`config.mk`:
```
export PLATFORM = sky130hd
export DESIGN_NAME = zkey_event
export DESIGN_NICKNAME = d
export VERILOG_FILES = /design/src/rtl/zkey_event.sv
export SDC_FILE = /design/constraint.sdc
export NUM_CORES = 1
export LEC_CHECK = 0
export ABC_AREA = 1
export CAP_MARGIN = 20
export CORE_MARGIN = 8
export CORE_UTILIZATION = 59
export CTS_CLUSTER_SIZE = 40
export DETAILED_ROUTE_END_ITERATION = 6
export MAX_ROUTING_LAYER = met4
export PLACE_DENSITY = 0.89
export SLEW_MARGIN = 20
export SYNTH_ARGS = -nofsm -noshare
export SYNTH_HDL_FRONTEND = slang
export SYNTH_SLANG_ARGS = --single-unit
```
`constraint.sdc`:
```
create_clock -name clk -period 2.4 [get_ports clk]
set_input_delay 0.24 -clock clk [delete_from_list [all_inputs] [get_ports clk]]
set_output_delay 0.24 -clock clk [all_outputs]
set_load 0.01 [all_outputs]
```
`src/rtl/zkey_event.sv`:
```
// Turns debounced button levels into PRESS/LONG/REPEAT/RELEASE events for one key at a time.
// Events wait in a registered valid/ack slot; a new event that finds the slot occupied is dropped.
module zkey_event #(
    parameter int CNT_W         = 26,
    parameter int LONG_CYCLES   = 50000000,
    parameter int REPEAT_CYCLES = 10000000
) (
    input  logic       clk,
    input  logic       rst_n,
    input  logic       en,
    input  logic [3:0] iButton,
    input  logic       iEvtAck,
    output logic       oEvtValid,
    output logic [1:0] oEvtKey,
    output logic [1:0] oEvtType,
    output logic       oDrop,
    output logic [1:0] dbg_state
);

    // Handshake: an event is offered while oEvtValid is high, and it is consumed
    // on a rising edge where oEvtValid and iEvtAck are both high.
    typedef enum logic [1:0] {
        IDLE     = 2'd0,
        HELD     = 2'd1,
        RPT      = 2'd2,
        WAIT_REL = 2'd3
    } state_t;

    localparam logic [1:0] EVT_PRESS   = 2'd0;
    localparam logic [1:0] EVT_LONG    = 2'd1;
    localparam logic [1:0] EVT_REPEAT  = 2'd2;
    localparam logic [1:0] EVT_RELEASE = 2'd3;

    localparam logic [CNT_W-1:0] LONG_LAST   = CNT_W'(LONG_CYCLES - 1);
    localparam logic [CNT_W-1:0] REPEAT_LAST = CNT_W'(REPEAT_CYCLES - 1);

    state_t           state, state_nxt;
    logic [1:0]       key, key_nxt;
    logic [CNT_W-1:0] cnt, cnt_nxt;
    logic [1:0]       low_idx;
    logic             gen;
    logic [1:0]       gen_type;
    logic [1:0]       gen_key;

    assign dbg_state = state;

    // Lowest pressed button wins when several go down together.
    always_comb begin
        low_idx = 2'd0;
        for (int i = 3; i >= 0; i--) begin
            if (iButton[i]) low_idx = 2'(i);
        end
    end

    always_comb begin
        state_nxt = state;
        key_nxt   = key;
        cnt_nxt   = cnt;
        gen       = 1'b0;
        gen_type  = EVT_PRESS;
        gen_key   = key;
        if (!en) begin
            state_nxt = WAIT_REL;
            cnt_nxt   = '0;
        end else begin
            case (state)
                IDLE: begin
                    if (|iButton) begin
                        key_nxt   = low_idx;
                        gen       = 1'b1;
                        gen_key   = low_idx;
                        gen_type  = EVT_PRESS;
                        cnt_nxt   = '0;
                        state_nxt = HELD;
                    end
                end
                HELD, RPT: begin
                    if (!iButton[key]) begin
                        gen       = 1'b1;
                        gen_type  = EVT_RELEASE;
                        cnt_nxt   = '0;
                        state_nxt = (|iButton) ? WAIT_REL : IDLE;
                    end else if (state == HELD && cnt == LONG_LAST) begin
                        gen       = 1'b1;
                        gen_type  = EVT_LONG;
                        cnt_nxt   = '0;
                        state_nxt = RPT;
                    end else if (state == RPT && cnt == REPEAT_LAST) begin
                        gen      = 1'b1;
                        gen_type = EVT_REPEAT;
                        cnt_nxt  = '0;
                    end else begin
                        cnt_nxt = cnt + 1'b1;
                    end
                end
                WAIT_REL: begin
                    if (iButton == 4'd0) begin
                        state_nxt = IDLE;
                        cnt_nxt   = '0;
                    end
                end
                default: state_nxt = WAIT_REL;
            endcase
        end
    end

    // Reset lands in WAIT_REL so a key held through reset stays silent.
    always_ff @(posedge clk or negedge rst_n) begin
        if (!rst_n) begin
            state <= WAIT_REL;
            key   <= 2'd0;
            cnt   <= '0;
        end else begin
            state <= state_nxt;
            key   <= key_nxt;
            cnt   <= cnt_nxt;
        end
    end

    always_ff @(posedge clk or negedge rst_n) begin
        if (!rst_n) begin
            oEvtValid <= 1'b0;
            oEvtKey   <= 2'd0;
            oEvtType  <= 2'd0;
            oDrop     <= 1'b0;
        end else begin
            oDrop <= 1'b0;
            if (gen) begin
                if (oEvtValid && !iEvtAck) begin
                    oDrop <= 1'b1;
                end else begin
                    oEvtValid <= 1'b1;
                    oEvtKey   <= gen_key;
                    oEvtType  <= gen_type;
                end
            end else if (oEvtValid && iEvtAck) begin
                oEvtValid <= 1'b0;
            end
        end
    end

endmodule

```
### Word-level counts from Yosys, hierarchy flattened

Cells that the tools add are included.

* bits in registers: 36
* bits of input ports: 8
* output and inout bits: 8
* logic and storage cells: 72

* add/sub/neg operators: 1
* $lt $le $gt $ge: 1
* eq/ne operators: 9
* mux-type cells: 39
* bitwise operators: 1
* reductions and logical operators: 14

Operator list (number)
* $mux W26: 6
* $pmux W26 S3: 1
* $mux W2: 18
* $add A26 B1 Y26 const B: 1
* $eq A26 B24 Y1 const B: 1
* $eq A26 B26 Y1 const B: 1
* $mux W1: 11
* $ne A3 B3 Y1 const B: 2
* $pmux W2 S3: 1
* $reduce_and A2 Y1: 3
* $eq A2 B2 Y1 const B: 2
* $logic_and A1 B1 Y1: 4
* $logic_not A4 Y1: 1
* $ne A4 B4 Y1 const B: 1
* $reduce_or A4 Y1: 1
* $lt A2 B3 Y1 const B: 1
* $reduce_and A3 Y1: 1
* $bmux W1 S2: 1
* $eq A2 B1 Y1 const B: 1
* $logic_not A2 Y1: 1
* $ne A2 B2 Y1 const B: 1
* $pmux W1 S2: 1
* $reduce_bool A2 Y1: 1
* $reduce_or A2 Y1: 1
* other kinds (2): 2

### Logic depth before layout (Yosys ltp)

Gate-level depths: netlist (run 1).

* depth in word-level cells: 9
* gate-level depth with buffers: 13
* depth with buffers taken out: 13

### Worst setup path after synthesis (run 1)

No wires, ideal clock.

* kind: register to register
* from: register state[0], in the netlist dbg_state[0]
* to: register cnt[10]
* setup time: 0.123 ns
* data arrival time: 1.669 ns
* required time: 2.277 ns
* path slack: 0.607 ns
* cell stages (with the launch flop): 9
* path buffers: 1
* period minus slack after synthesis: 1.793 ns
* cells stage by stage: dfstp_2 inv_1 ha_1 or2_1 nand2_4 buf_6 nand2_2 o31ai_1 nor2_1

* longest elaborated chain between the ends: 7
* elaborated cells on any way between the ends: 15
* those cells by class: eq/ne (5); mux (5); reduce/logical (5)

Ends and longest elaborated chain
* start, declared: RTL line 37 `state_t state, state_nxt;`
* start signal, assigned: RTL line 114 `state <= state_nxt;`
* $eq A2 B2 Y1: RTL line 66, 88
* $logic_and A1 B1 Y1: RTL line 88 `end else if (state == RPT && cnt == REPEAT_LAST) begin`
* $mux W26: RTL line 88
* $mux W26: RTL line 83 `end else if (state == HELD && cnt == LONG_LAST) begin`
* $mux W26: RTL line 78 `if (!iButton[key]) begin`
* $pmux W26 S3: RTL line 66 `case (state)`
* $mux W26: RTL line 62 `if (!en) begin`
* end signal, assigned: RTL line 116 `cnt <= cnt_nxt;`
* end, declared: RTL line 39 `logic [CNT_W-1:0] cnt, cnt_nxt;`

Parallel ways exist; a longest one is shown, timed or not.
A chain may end at the register's enable or synchronous reset.

### Worst setup path after layout (run 1)

* from: register state[0], in the netlist dbg_state[0]
* to: register cnt[18]

Same word-level chain as after synthesis.

==> impl.org, run 1 <==
** Global route
- Global routing finished with a remaining overflow of 0.
- Wire length of the first global-routing pass :: 9.27 mm
- Entering global routing, the biggest net connects 37 pins.
- Total global-route track usage :: 0.191
- Antenna violations before repair :: 0
- The via count of the first global-routing pass was 2052.

** Yosys
- Fraction of the mapped netlist area in simple logic gates :: 0.381
- The number of nets handed over by synthesis was 344.
- After technology mapping, the gate count stands at 330.
- Post-Synth Adder-Cell Area :: 0.0318
- Number of flops mapped to enable cells by yosys :: 0
- Number of warnings printed during yosys synthesis :: 0
- Among all flip-flop cells after synthesis, the most frequent one is sky130_fd_sc_hd__dfrtp_1.
- Dividing the synthesized area by the synthesized cell count gives 7.15 um^2.
- Counting flops and latches in the post-synthesis netlist gives 36.
- The synthesized-area fraction occupied by ao, oa, aoi and oai cells was 0.0896.
- Of the synthesized area, sequential elements account for 0.383.
- Portion of netlist area occupied by mux cells :: 0
- After synthesis, the largest family of logic cells by area is simple AND/OR/NAND/NOR gates.
- Of the total synthesized cell area, the portion taken by XOR and XNOR cells is 0.0408.
- Summing every instance area after synthesis gives 2360 um^2.
- Yosys cell types :: 30
- For this run, asynchronously set or reset flops after synthesis account for 1.00.

** Floorplanning
- The initial utilization of the core area, before any placement, comes to 0.603.
- Pin placement for this block handled 16 I/O pins.
- Row count :: 23
- The floorplan step set the die height to 79.2 um.
- The floorplan step defined a die boundary enclosing 6280 um^2.
- Measured along the x axis, the die boundary spans 79.2 um.
- After floorplanning, the core was sized to cover 3910 um^2.

** Clock tree
- Clock slew seen by the registers of the worst setup and hold paths :: 0.07 ns
- The clock reaches the later pin of the worst-skew pair after 0.29 ns.
- Counting every sink on the clock net gives 36.
- Number of buffers inserted during clock tree synthesis :: 5
- Clock Tree Root :: sky130_fd_sc_hd__clkbuf_8
- Post-CTS setup repair buffer count :: 0
- H-tree Lvls :: 2
- Maximum number of buffers from clock root to sink :: 2
- TritonCTS built the clock tree.
- Cells resized by post-CTS repair :: 0
- Number of hold buffers added after cts :: 0

** STA
- The max-slew violation count is 0.
- Setup violations remaining at the end of the flow were counted as 0.
- Setup repair after global routing left no endpoint under its margin.
- At the pin with the least slew margin, the transition time is 0.798 ns.
- The worst pin sits at a relative slew slack of 0.468.
- Final clock skew :: 0.00465 ns
- Static timing analysis puts the maximum clock frequency at 0.477 GHz.
- Share of the clock period used by the worst path :: 0.873
- Summed over all failing endpoints, the final setup total negative slack is 0 ns.
- The routed design could run at a clock period as short as 2.10 ns.
- Final hold viol count :: 0

** Status
- Status :: finished clean

** Final layout
- Antenna diodes :: 0
- The filler cells instantiated in the layout total 342.
- Excluding fillers, the count of instances in the completed layout stands at 400.
- The net count of the finished layout is 363.
- Share of layout cells above drive strength 1 :: 0.0771
- The area growth from synthesis to layout is 12.1%.

** Routing
- Drt first pass iters :: 4
- Vias :: 2152
- The first routing iteration left 191 violations.
- Dividing the detail-routed wire length by the instance count gives 13.6 um.
- After detailed routing, the number of remaining DRC violations is 0.
- Number of vias per cell after detailed routing :: 5.38
- Post-Route WL :: 5.46 mm
- Number of nets with antenna violations after routing :: 0

** Worst setup path
- Cells traversed along the worst timing path :: inv_1 > ha_1 > or2_1 > nand2_4 > nand4_1 > nor3_1 > nor3_2
- STA classifies the critical path startpoint as a flip-flop.
- The largest single stage delay on the critical path is 0.59 ns.
- Crit path DAT :: 2.27 ns
- Slowest library cell on the worst path :: sky130_fd_sc_hd__dfstp_2
- Critical path type :: reg2reg
- Along the worst path, the maximum fanout reaches 27.
- Together, buffers and inverters on the worst path number 1.
- For the worst setup path, the data required time is 2.58 ns.
- The cell family contributing the most delay on the critical path is simple AND/OR/NAND/NOR gates.
- The worst setup path is captured at a flip-flop.

** Placed design
- Routability-driven placement congestion ratio :: 0.970
- Total instance count after detailed placement :: 392
- HPWL Detailed :: 4.15 mm
- During placement, the flow inserted port buffers numbering 15.

** Pwr
- The worst-case IR drop observed on VDD is 0.458 mV.
- Dividing total power by cell area gives a power density of 805 nW/um^2.
- Summed over all cells, the static leakage comes to 1.10 nW.

** Run
- Across the run, the number of max-cap violations was 0.

** Min path
- In this run the worst hold path is classified as in2async.
-- cells by family after synthesis --
logic type                 after synthesis
DFF                                     36
AOI/OAI and AO/OA                       39
xor gates and xnor gates                11
and+or+nand+nor                        194
adders and majority gates                6
buffers and inverters                   44
-- layout by cell type (no fill, tap or decap) --
cell type	count
sky130_fd_sc_hd__o31ai_1	1
sky130_fd_sc_hd__clkdlybuf4s50_1	14
sky130_fd_sc_hd__or2_2	1
sky130_fd_sc_hd__nor3_2	1
sky130_fd_sc_hd__o21ai_0	11
sky130_fd_sc_hd__dfrtp_1	34
sky130_fd_sc_hd__o22ai_1	4
sky130_fd_sc_hd__ha_1	6
sky130_fd_sc_hd__nor2_1	51
sky130_fd_sc_hd__clkbuf_8	7
sky130_fd_sc_hd__o21ai_1	5
sky130_fd_sc_hd__nor3_1	12
sky130_fd_sc_hd__inv_1	40
sky130_fd_sc_hd__or2_1	1
sky130_fd_sc_hd__nand3_1	15
sky130_fd_sc_hd__nand2_2	4
sky130_fd_sc_hd__a21boi_1	1
sky130_fd_sc_hd__dfstp_2	2
sky130_fd_sc_hd__nor2_2	1
sky130_fd_sc_hd__buf_2	1
sky130_fd_sc_hd__xor2_1	11
sky130_fd_sc_hd__o32ai_1	1
sky130_fd_sc_hd__clkbuf_1	1
sky130_fd_sc_hd__nand3_2	2
sky130_fd_sc_hd__nand4_1	15
sky130_fd_sc_hd__nand2_1	84
sky130_fd_sc_hd__o211ai_1	1
sky130_fd_sc_hd__inv_2	1
sky130_fd_sc_hd__nor3_4	2
sky130_fd_sc_hd__a21oi_1	15
sky130_fd_sc_hd__nand2_4	2
sky130_fd_sc_hd__nor2_4	3
-- report_power, final --
part           internal, W  switching [W]  leakage (nW)  total [W]
Combinational     0.000308       0.000581         0.563   0.000888
Sequential        0.000699      0.0000664         0.487   0.000766
Clock             0.000262       0.000215        0.0515   0.000477
Total              0.00127       0.000863          1.10    0.00213
-- registers in the layout, summed over array words and instances (netlist names) --
name and flops:
cnt 26, dbg_state 2, key 2, oEvtKey 2, oEvtType 2, oDrop 1
oEvtValid 1
-- per-layer routing --
| metal | track usage | routed length [um] | vias to the layer above |
|---|---|---|---|
| met5 | - | 0 | - |
| met4 | 0.0611 | 85 | 0 |
| met3 | 0.0418 | 257 | 8 |
| met2 | 0.316 | 2650 | 51 |
| met1 | 0.227 | 2470 | 985 |
| li1 | - | - | 1108 |
-- final timing paths --
check	start	endpoint	slack, ns	cells after the start
max	dbg_state[0]	cnt[18]	0.30	7
min	rst_n	cnt[23]	0.04	1
max reg2reg	dbg_state[0]	cnt[18]	0.30	7
min reg2reg	oEvtKey[1]	oEvtKey[1]	0.47	2
max in group asynchronous	rst_n	cnt[20]	1.87	1
min in group clk	oEvtKey[1]	oEvtKey[1]	0.47	2
-- final cells by class --
cell class                 instances  area, um^2  area share
inverter                          41         154      0.0582
tap                               50        62.6      0.0236
clock buffer                       8         100      0.0378
multi-input combinational        250        1280       0.484
timing repair buffer              15         145      0.0548
sequential                        36         903       0.341
-- synthesized netlist by cell type, types with 3 or more instances --
| library cell | number | area (um^2) |
|---|---|---|
| sky130_fd_sc_hd__nand2_1 | 84 | 315 |
| sky130_fd_sc_hd__nor2_1 | 51 | 191 |
| sky130_fd_sc_hd__inv_1 | 40 | 150 |
| sky130_fd_sc_hd__dfrtp_1 | 34 | 851 |
| sky130_fd_sc_hd__a21oi_1 | 15 | 75.1 |
| sky130_fd_sc_hd__nand3_1 | 15 | 75.1 |
| sky130_fd_sc_hd__nand4_1 | 15 | 93.8 |
| sky130_fd_sc_hd__nor3_1 | 12 | 60.1 |
| sky130_fd_sc_hd__o21ai_0 | 11 | 55.1 |
| sky130_fd_sc_hd__xor2_1 | 11 | 96.3 |
| sky130_fd_sc_hd__ha_1 | 6 | 75.1 |
| sky130_fd_sc_hd__o21ai_1 | 5 | 25.0 |
| sky130_fd_sc_hd__nand2_2 | 4 | 25.0 |
| sky130_fd_sc_hd__o22ai_1 | 4 | 25.0 |
| sky130_fd_sc_hd__nor2_4 | 3 | 33.8 |
-- stage by stage --
| step | total power, W | setup slack, ns | instance area, um^2 | hold slack, ns | utilization |
|---|---|---|---|---|---|
| after CTS | 0.00215 | 0.322 | 2650 | 0.0499 | 0.676 |
| after global placement | 0.00163 | 0.327 | 2550 | 0.357 | 0.651 |
| after global routing | 0.00228 | 0.148 | 2650 | 0.115 | 0.676 |
| after detailed placement | 0.00166 | 0.296 | 2550 | 0.367 | 0.651 |
| after floorplan | 0.00138 | 0.607 | 2360 | -0.0556 | - |
| final | 0.00213 | 0.304 | 2650 | 0.0359 | 0.676 |
(Power assumes the default switching activity.)
==> inputs of run 2 (changes only) <==
- CELL_PAD_IN_SITES_DETAIL_PLACEMENT: default -> 1
- CELL_PAD_IN_SITES_GLOBAL_PLACEMENT: default -> 2
- CORE_UTILIZATION: 59 -> 34
- CTS_CLUSTER_SIZE: 40 -> 25
==> run 2 against run 1 <==
Critical path depth is 1 higher; first-iteration DRC count down 50%; combinational power grew 2.9%; via count grew 2.4%; final area increased by 2.7%; sequential share of layout area shrank 0.90 points; register-to-register slack barely moved; clock power rose by 16%; sequential cell count is the same; utilization shrank 27 points; power up 4.8%; largest power group unchanged; highest routed layer unchanged.
==> impl.org, run 2 (synthesized netlist as in run 1, its figures left out) <==
** Status
- The flow ran to the end, and the final reports show no timing, DRC or antenna violations.

** Final layout
- After filler insertion, the fill cell instance count of the layout stands at 877.
- Flip-flop count of the largest register, all copies and words added :: 26
- The multi-input combinational cells in the finished layout cover a total of 1280 um^2.
- Footprint of the flip-flops and latches :: 903 um^2
- Register with the most flip-flops :: cnt
- Most used cells in the layout excluding fill and tap cells :: 84 x sky130_fd_sc_hd__nand2_1, 51 x sky130_fd_sc_hd__nor2_1, 40 x sky130_fd_sc_hd__inv_1, 34 x sky130_fd_sc_hd__dfrtp_1
- Relative to the synthesized area, the layout overhead comes to 15.2%.
- Antenna diodes :: 0
- Most frequent standard cell in the layout excluding fill and tap cells :: sky130_fd_sc_hd__nand2_1
- Net count reported at finish :: 366
- Share of layout cells above drive strength 1 :: 0.0878
- Once layout is done, the placed cells without fillers occupy 2720 um^2.

** Min path
- Type of the most critical hold path :: in2async

** Routing
- After detailed routing, the average wire length per cell comes to 15.1 um.
- Post-Route WL :: 6.55 mm
- Number of nets with antenna violations after routing :: 0
- Number of vias per cell after detailed routing :: 5.09
- Drt first pass iters :: 4
- Vias :: 2204
- After the first detailed-routing iteration, the DRC count stood at 96.
- Residual DRC :: 0

** Floorplanning
- The floorplan step defined a die boundary enclosing 9860 um^2.
- In this run the standard cell core region covers 6760 um^2.
- Initial Util :: 0.349
- Die width :: 99.3 um
- In this run the vertical extent of the chip is 99.3 um.
- Row count :: 30
- Ports :: 16

** Clock tree
- The cell sitting at the root of the clock tree is a sky130_fd_sc_hd__clkbuf_8.
- Maximum number of buffers from clock root to sink :: 2
- The clock drives 36 sinks.
- Post-CTS setup repair buffer count :: 0
- Cells resized by post-CTS repair :: 0
- For this design, the CTS-stage hold fixing added 0 buffers.
- Number of buffers inserted during clock tree synthesis :: 5
- After clock tree synthesis, the clock-pin slew on the worst setup and hold paths is 0.08 ns.
- Source-to-sink clock delay at the later pin of the worst-skew pair :: 0.30 ns
- In this run the number of H-tree levels came out at 2.
- TritonCTS built the clock tree.

** STA
- Setup violations remaining at the end of the flow were counted as 0.
- Between clock sinks in the finished design, the worst skew comes to 0.00430 ns.
- Achievable frequency :: 0.480 GHz
- Slew at the pin closest to its max-slew limit :: 0.864 ns
- Share of the clock period used by the worst path :: 0.868
- The worst pin sits at a relative slew slack of 0.424.
- Final TNS setup :: 0 ns
- The number of endpoints with negative hold slack in the final report was 0.
- Setup repair after global routing missed its margin :: no
- Final Critical Period :: 2.08 ns
- The max-slew violation count is 0.

** Placed design
- Placed cell areas :: 2610 um^2
- Number of input and output port buffers inserted :: 15
- Routability-driven placement congestion ratio :: 0.819
- HPWL Detailed :: 5.10 mm

** Worst setup path
- Peak fanout along the critical path :: 13
- Data on the critical path arrives at its endpoint at 2.27 ns.
- The setup path with the least slack is of type reg2reg.
- At the worst endpoint, the required time is 2.58 ns.
- STA classifies the critical path endpoint as a flip-flop.
- Critical Path Source Type :: flip-flop

** Global route
- The first global-routing pass estimated 11.1 mm of wire.
- Pin count of the biggest net entering global routing :: 37
- Antenna violations before repair :: 0
- In the global route stage, overall resource usage came out at 0.145.
- The via count of the first global-routing pass came to 2250.
- Overflow after GRT :: 0

** Pwr
- In this run the power density over the cells is 822 nW/um^2.
- The worst-case IR drop observed on VDD is 0.308 mV.
- For this design the static power due to leakage is 1.12 nW.

** Run
- Across the run, the number of max-cap violations was 0.
## run 2: cell count changes in the layout (fill, tap and decap cells not counted), sizes merged
| cell | change |
|---|---|
| buf | +3 |
| clkbuf | -3 |
| bufinv | +1 |
| clkinv | +1 |
| clkinvlp | +1 |
## run 2: path summary, 6_finish.rpt
| kind | start | endpoint | slack, ns | cells past startpoint |
|---|---|---|---|---|
| min in group clk | oEvtKey[0] | oEvtKey[0] | 0.47 | 2 |
| worst max-delay path | dbg_state[0] | cnt[10] | 0.32 | 8 |
| worst max register to register | dbg_state[0] | cnt[10] | 0.32 | 8 |
| worst min-delay path | rst_n | cnt[25] | 0.05 | 1 |
| worst min register to register | oEvtKey[0] | oEvtKey[0] | 0.47 | 2 |
| max in group asynchronous | rst_n | cnt[3] | 1.81 | 1 |
## run 2: metrics by stage
stage	worst slack [ns]	hold WS, ns	instances	util	total power [W]
after floorplan	0.607	-0.0556	330	-	0.00138
after global placement	0.359	0.408	425	0.386	0.00169
after global routing	0.177	0.130	433	0.402	0.00241
after detailed placement	0.264	0.413	425	0.386	0.00171
after CTS	0.331	0.0942	433	0.402	0.00227
final	0.316	0.0464	433	0.402	0.00223
## run 2: worst max-delay path, stage by stage, from the launching register on
cell	delay, ns
sky130_fd_sc_hd__dfstp_2	0.59
sky130_fd_sc_hd__inv_1	0.08
sky130_fd_sc_hd__ha_1	0.23
sky130_fd_sc_hd__or2_1	0.27
sky130_fd_sc_hd__nand2_4	0.17
sky130_fd_sc_hd__buf_4	0.23
sky130_fd_sc_hd__nand2_2	0.09
sky130_fd_sc_hd__o31ai_1	0.23
sky130_fd_sc_hd__nor2_1	0.07
## run 2: metal layers
| layer | wire length, um | share of wire | GRT usage | vias up |
|---|---|---|---|---|
| met1 | 3040 | 0.46 | 0.173 | 1058 |
| met5 | 0 | 0 | - | - |
| met4 | 99 | 0.015 | 0.0407 | 0 |
| met2 | 3170 | 0.48 | 0.237 | 25 |
| li1 | - | - | - | 1114 |
| met3 | 230 | 0.035 | 0.0335 | 7 |
## run 2: final cells by class
cell class / instances / area share
flip-flops and latches: 36 / 0.332
clock inverters: 3 / 0.0157
inverters: 41 / 0.0566
repair buffers: 18 / 0.0617
well taps: 80 / 0.0368
multi-input cells: 250 / 0.471
clock buffers: 5 / 0.0253
## run 2: power breakdown
part / switching (W) / leakage [nW] / internal (W)
sequential: 0.0000689 / 0.487 / 0.000699
clock: 0.000244 / 0.0541 / 0.000308
combinational: 0.000595 / 0.576 / 0.000319
total: 0.000907 / 1.12 / 0.00133
==> inputs of run 3 (changes only) <==
- CTS_CLUSTER_DIAMETER: default -> 80
- SETUP_SLACK_MARGIN: default -> 0.5
- SLEW_MARGIN: 20 -> 40
==> run 3 against run 2 <==
Global-route usage increased by 0.38 points; routed wire length rose by 6.2%; critical path depth is 3 higher; clock power is essentially flat; largest power group unchanged; worst hold slack improved by 0.40 ns; register-to-register slack better by 0.27 ns; clock-buffer cell count did not move.
==> impl.org, run 3 (synthesized netlist as in run 1, its figures left out) <==
** Worst setup path
- Crit path DAT :: 2.00 ns
- Grouping stages by cell kind, the critical path spends the most delay in simple AND/OR/NAND/NOR gates.
- The critical path starts at cnt[1].
- In this run the worst path has a maximum fanout of 7.
- STA puts the critical path data required time at 2.58 ns.
- Slowest library cell on the worst path :: sky130_fd_sc_hd__dfrtp_1
- Worst setup path end :: cnt[17]
- Reg2Reg Setup Slack :: 0.59 ns
- RR Endpoint :: cnt[17]
- Count of buffer and inverter cells on the critical path :: 2
- In this run the critical register-to-register path is launched from cnt[1].
- Path length in cells of the critical path :: 11
- Critical path type :: reg2reg
- Walking the worst path, the cells encountered are ha_2 > nand3_4 > inv_2 > nand2_2 > nor2_4 > nand2_2 > nand3_2 > nor2_4 > buf_4 > nor2_4 > nor2_1.
- Cell repeated most along the worst path :: sky130_fd_sc_hd__nor2_4
- Delay of the slowest cell on the worst path :: 0.36 ns
- Number of cells on the worst reg-to-reg path :: 11
- STA classifies the critical path endpoint as a flip-flop.
- Critical Path Source Type :: flip-flop

** Routing
- Number of vias per cell after detailed routing :: 5.07
- After detailed routing, the total wire length is 6.95 mm.
- The routed layout has 2282 vias.
- Residual DRC :: 0
- Iter 0 DRT Violations :: 123
- Number of nets with antenna violations after routing :: 0
- Drt first pass iters :: 4
- Wire per inst :: 15.5 um

** STA
- Slew at the pin closest to its max-slew limit :: 0.547 ns
- Across all hold checks on the routed design, the worst slack comes to 0.447 ns.
- The clock arrives with 0.00357 ns of skew.
- Final Critical Period :: 1.81 ns
- Relative slew slack :: 0.634
- Setup repair after global routing could not meet its margin everywhere.
- The max-slew violation count is 0.
- Achievable frequency :: 0.551 GHz
- Final TNS setup :: 0 ns
- In the finished design, the share of the clock period the worst path needs comes to 0.756.
- Final count of negative-setup-slack endpoints :: 0
- Final hold viol count :: 0

** Pwr
- The design draws 0.00249 W.
- For this design the static power due to leakage is 1.21 nW.
- Of the total power, the share spent switching nets is 0.403.
- The share of total power dissipated in combinational logic is 0.475.
- Cell-internal power :: 0.00149 W
- VDD IR-drop max :: 0.312 mV
- Sequential group share of total power :: 0.303
- Summed over all nets, the switching power comes to 0.00100 W.
- Of the total power, the clock network draws 0.222.
- Power density over cell area :: 832 nW/um^2

** Floorplanning
- Row count :: 30
- The floorplan step defined a die boundary enclosing 9860 um^2.
- The floorplan step set the die height to 99.3 um.
- In this run the horizontal extent of the chip is 99.3 um.
- For this design the top-level I/O count stands at 16.
- For this configuration, the core starts out at a cell density of 0.349.
- The total area inside the core boundary comes to 6760 um^2.

** Status
- Status :: finished clean

** Clock tree
- In this run the clock root is driven by a sky130_fd_sc_hd__clkbuf_8.
- No sink is reached through more buffers than the 2 on the longest clock path.
- Clock tree synthesis inserted a total of 5 buffers.
- The clock net in this run drives a total of 36 sinks.
- H-tree Lvls :: 2
- The later pin in the worst-skew pair is clocked with a latency of 0.30 ns.
- TritonCTS built the clock tree.
- After clock tree synthesis, the clock-pin slew on the worst setup and hold paths is 0.08 ns.

** Placed design
- Number of input and output port buffers inserted :: 15
- Routability-driven placement congestion ratio :: 0.819
- HPWL Detailed :: 5.10 mm
- Placed cell areas :: 2610 um^2

** Final layout
- The library cell used most frequently in the layout, excluding fill and tap cells, is sky130_fd_sc_hd__nand2_1.
- In the layout the commonest cells are 79 x sky130_fd_sc_hd__nand2_1, 46 x sky130_fd_sc_hd__nor2_1, 34 x sky130_fd_sc_hd__inv_1, 33 x sky130_fd_sc_hd__dfrtp_1, 18 x sky130_fd_sc_hd__buf_4.
- Growth of design area from synthesis to finish :: 27.1%
- In the final layout, the share of cells above drive strength 1 is 0.200.
- The number of antenna diodes in the final layout is 0.
- Multi-input gate area :: 1420 um^2
- Final instance area :: 3000 um^2
- Net count reported at finish :: 383
- The sequential cells in the finished layout cover a total of 905 um^2.
- Flip-flop count of the largest register, all copies and words added :: 26
- Ranked by flip-flop count, first place goes to cnt.
- FILL cells :: 860

** Global route
- Total global-route track usage :: 0.148
- Entering global routing, the biggest net connects 37 pins.
- Wire length of the first global-routing pass :: 11.3 mm
- Antenna violations before repair :: 0
- The via count of the first global-routing pass was 2298.
- Overflow after GRT :: 0

** Run
- Max-cap violations in this run came to 0.

** Min path
- The worst hold path belongs to the class in2async.
-- run 3: changes by cell type in the layout (fill, tap and decap cells not counted), moves of 3 or more --
| cell | change |
|---|---|
| sky130_fd_sc_hd__nor2_2 | +3 |
| sky130_fd_sc_hd__ha_4 | +3 |
| sky130_fd_sc_hd__ha_1 | -4 |
| sky130_fd_sc_hd__inv_1 | -6 |
| sky130_fd_sc_hd__buf_4 | +15 |
| sky130_fd_sc_hd__nor2_1 | -5 |
| sky130_fd_sc_hd__nand2_1 | -5 |
| sky130_fd_sc_hd__nand2_2 | +4 |
| sky130_fd_sc_hd__inv_2 | +5 |
-- run 3: worst min-delay path by stage --
| stage | to | cells after the start |
|---|---|---|
| after floorplan | cnt[0] | 0 |
| after CTS | key[1] | 2 |
| after detailed placement | cnt[25] | 1 |
| final | cnt[25] | 2 |
| after global routing | oEvtKey[0] | 2 |
| after global placement | cnt[25] | 1 |
-- run 3: power by group through the flow --
stage	logic [W]	clock network, W	registers [W]
final	0.00119	0.000554	0.000755
after global routing	0.00132	0.000585	0.000768
after CTS	0.00109	0.000568	0.000746
after detailed placement	0.000931	0	0.000780
after global placement	0.000911	0	0.000777
after floorplan	0.000592	0	0.000789
-- run 3: metrics by stage --
stage	cells	util	setup WS (ns)
floorplan	330	-	0.607
global placement	425	0.386	0.359
detailed placement	425	0.386	0.259
CTS	443	0.418	0.498
global route	450	0.444	0.436
finish	450	0.444	0.586
-- run 3: what timing repair did --
action | 4_1_cts | 5_1_grt
setup endpoints to repair | 23 | 26
hold buffers | 1 | 0
pin swaps | 3 | 12
buffers inserted | 9 | 7
resized for setup | 7 | 33
gates cloned | 0 | 0
hold endpoints to repair | 34 | 0
-- run 3: routing by layer --
| metal | part of all wire | wire, um | global-route usage |
|---|---|---|---|
| met1 | 0.45 | 3150 | 0.177 |
| met2 | 0.49 | 3430 | 0.244 |
| met3 | 0.038 | 266 | 0.0307 |
| met4 | 0.015 | 107 | 0.0477 |
| met5 | 0 | 0 | - |
-- run 3: cell type report --
| type | count | share of cell area |
|---|---|---|
| Clock buffer | 5 | 0.0229 |
| Sequential cell | 36 | 0.302 |
| Inverter | 41 | 0.0521 |
| Timing Repair Buffer | 35 | 0.103 |
| Clock inverter | 3 | 0.0142 |
| Tap cell | 80 | 0.0334 |
| Multi-Input combinational cell | 250 | 0.473 |
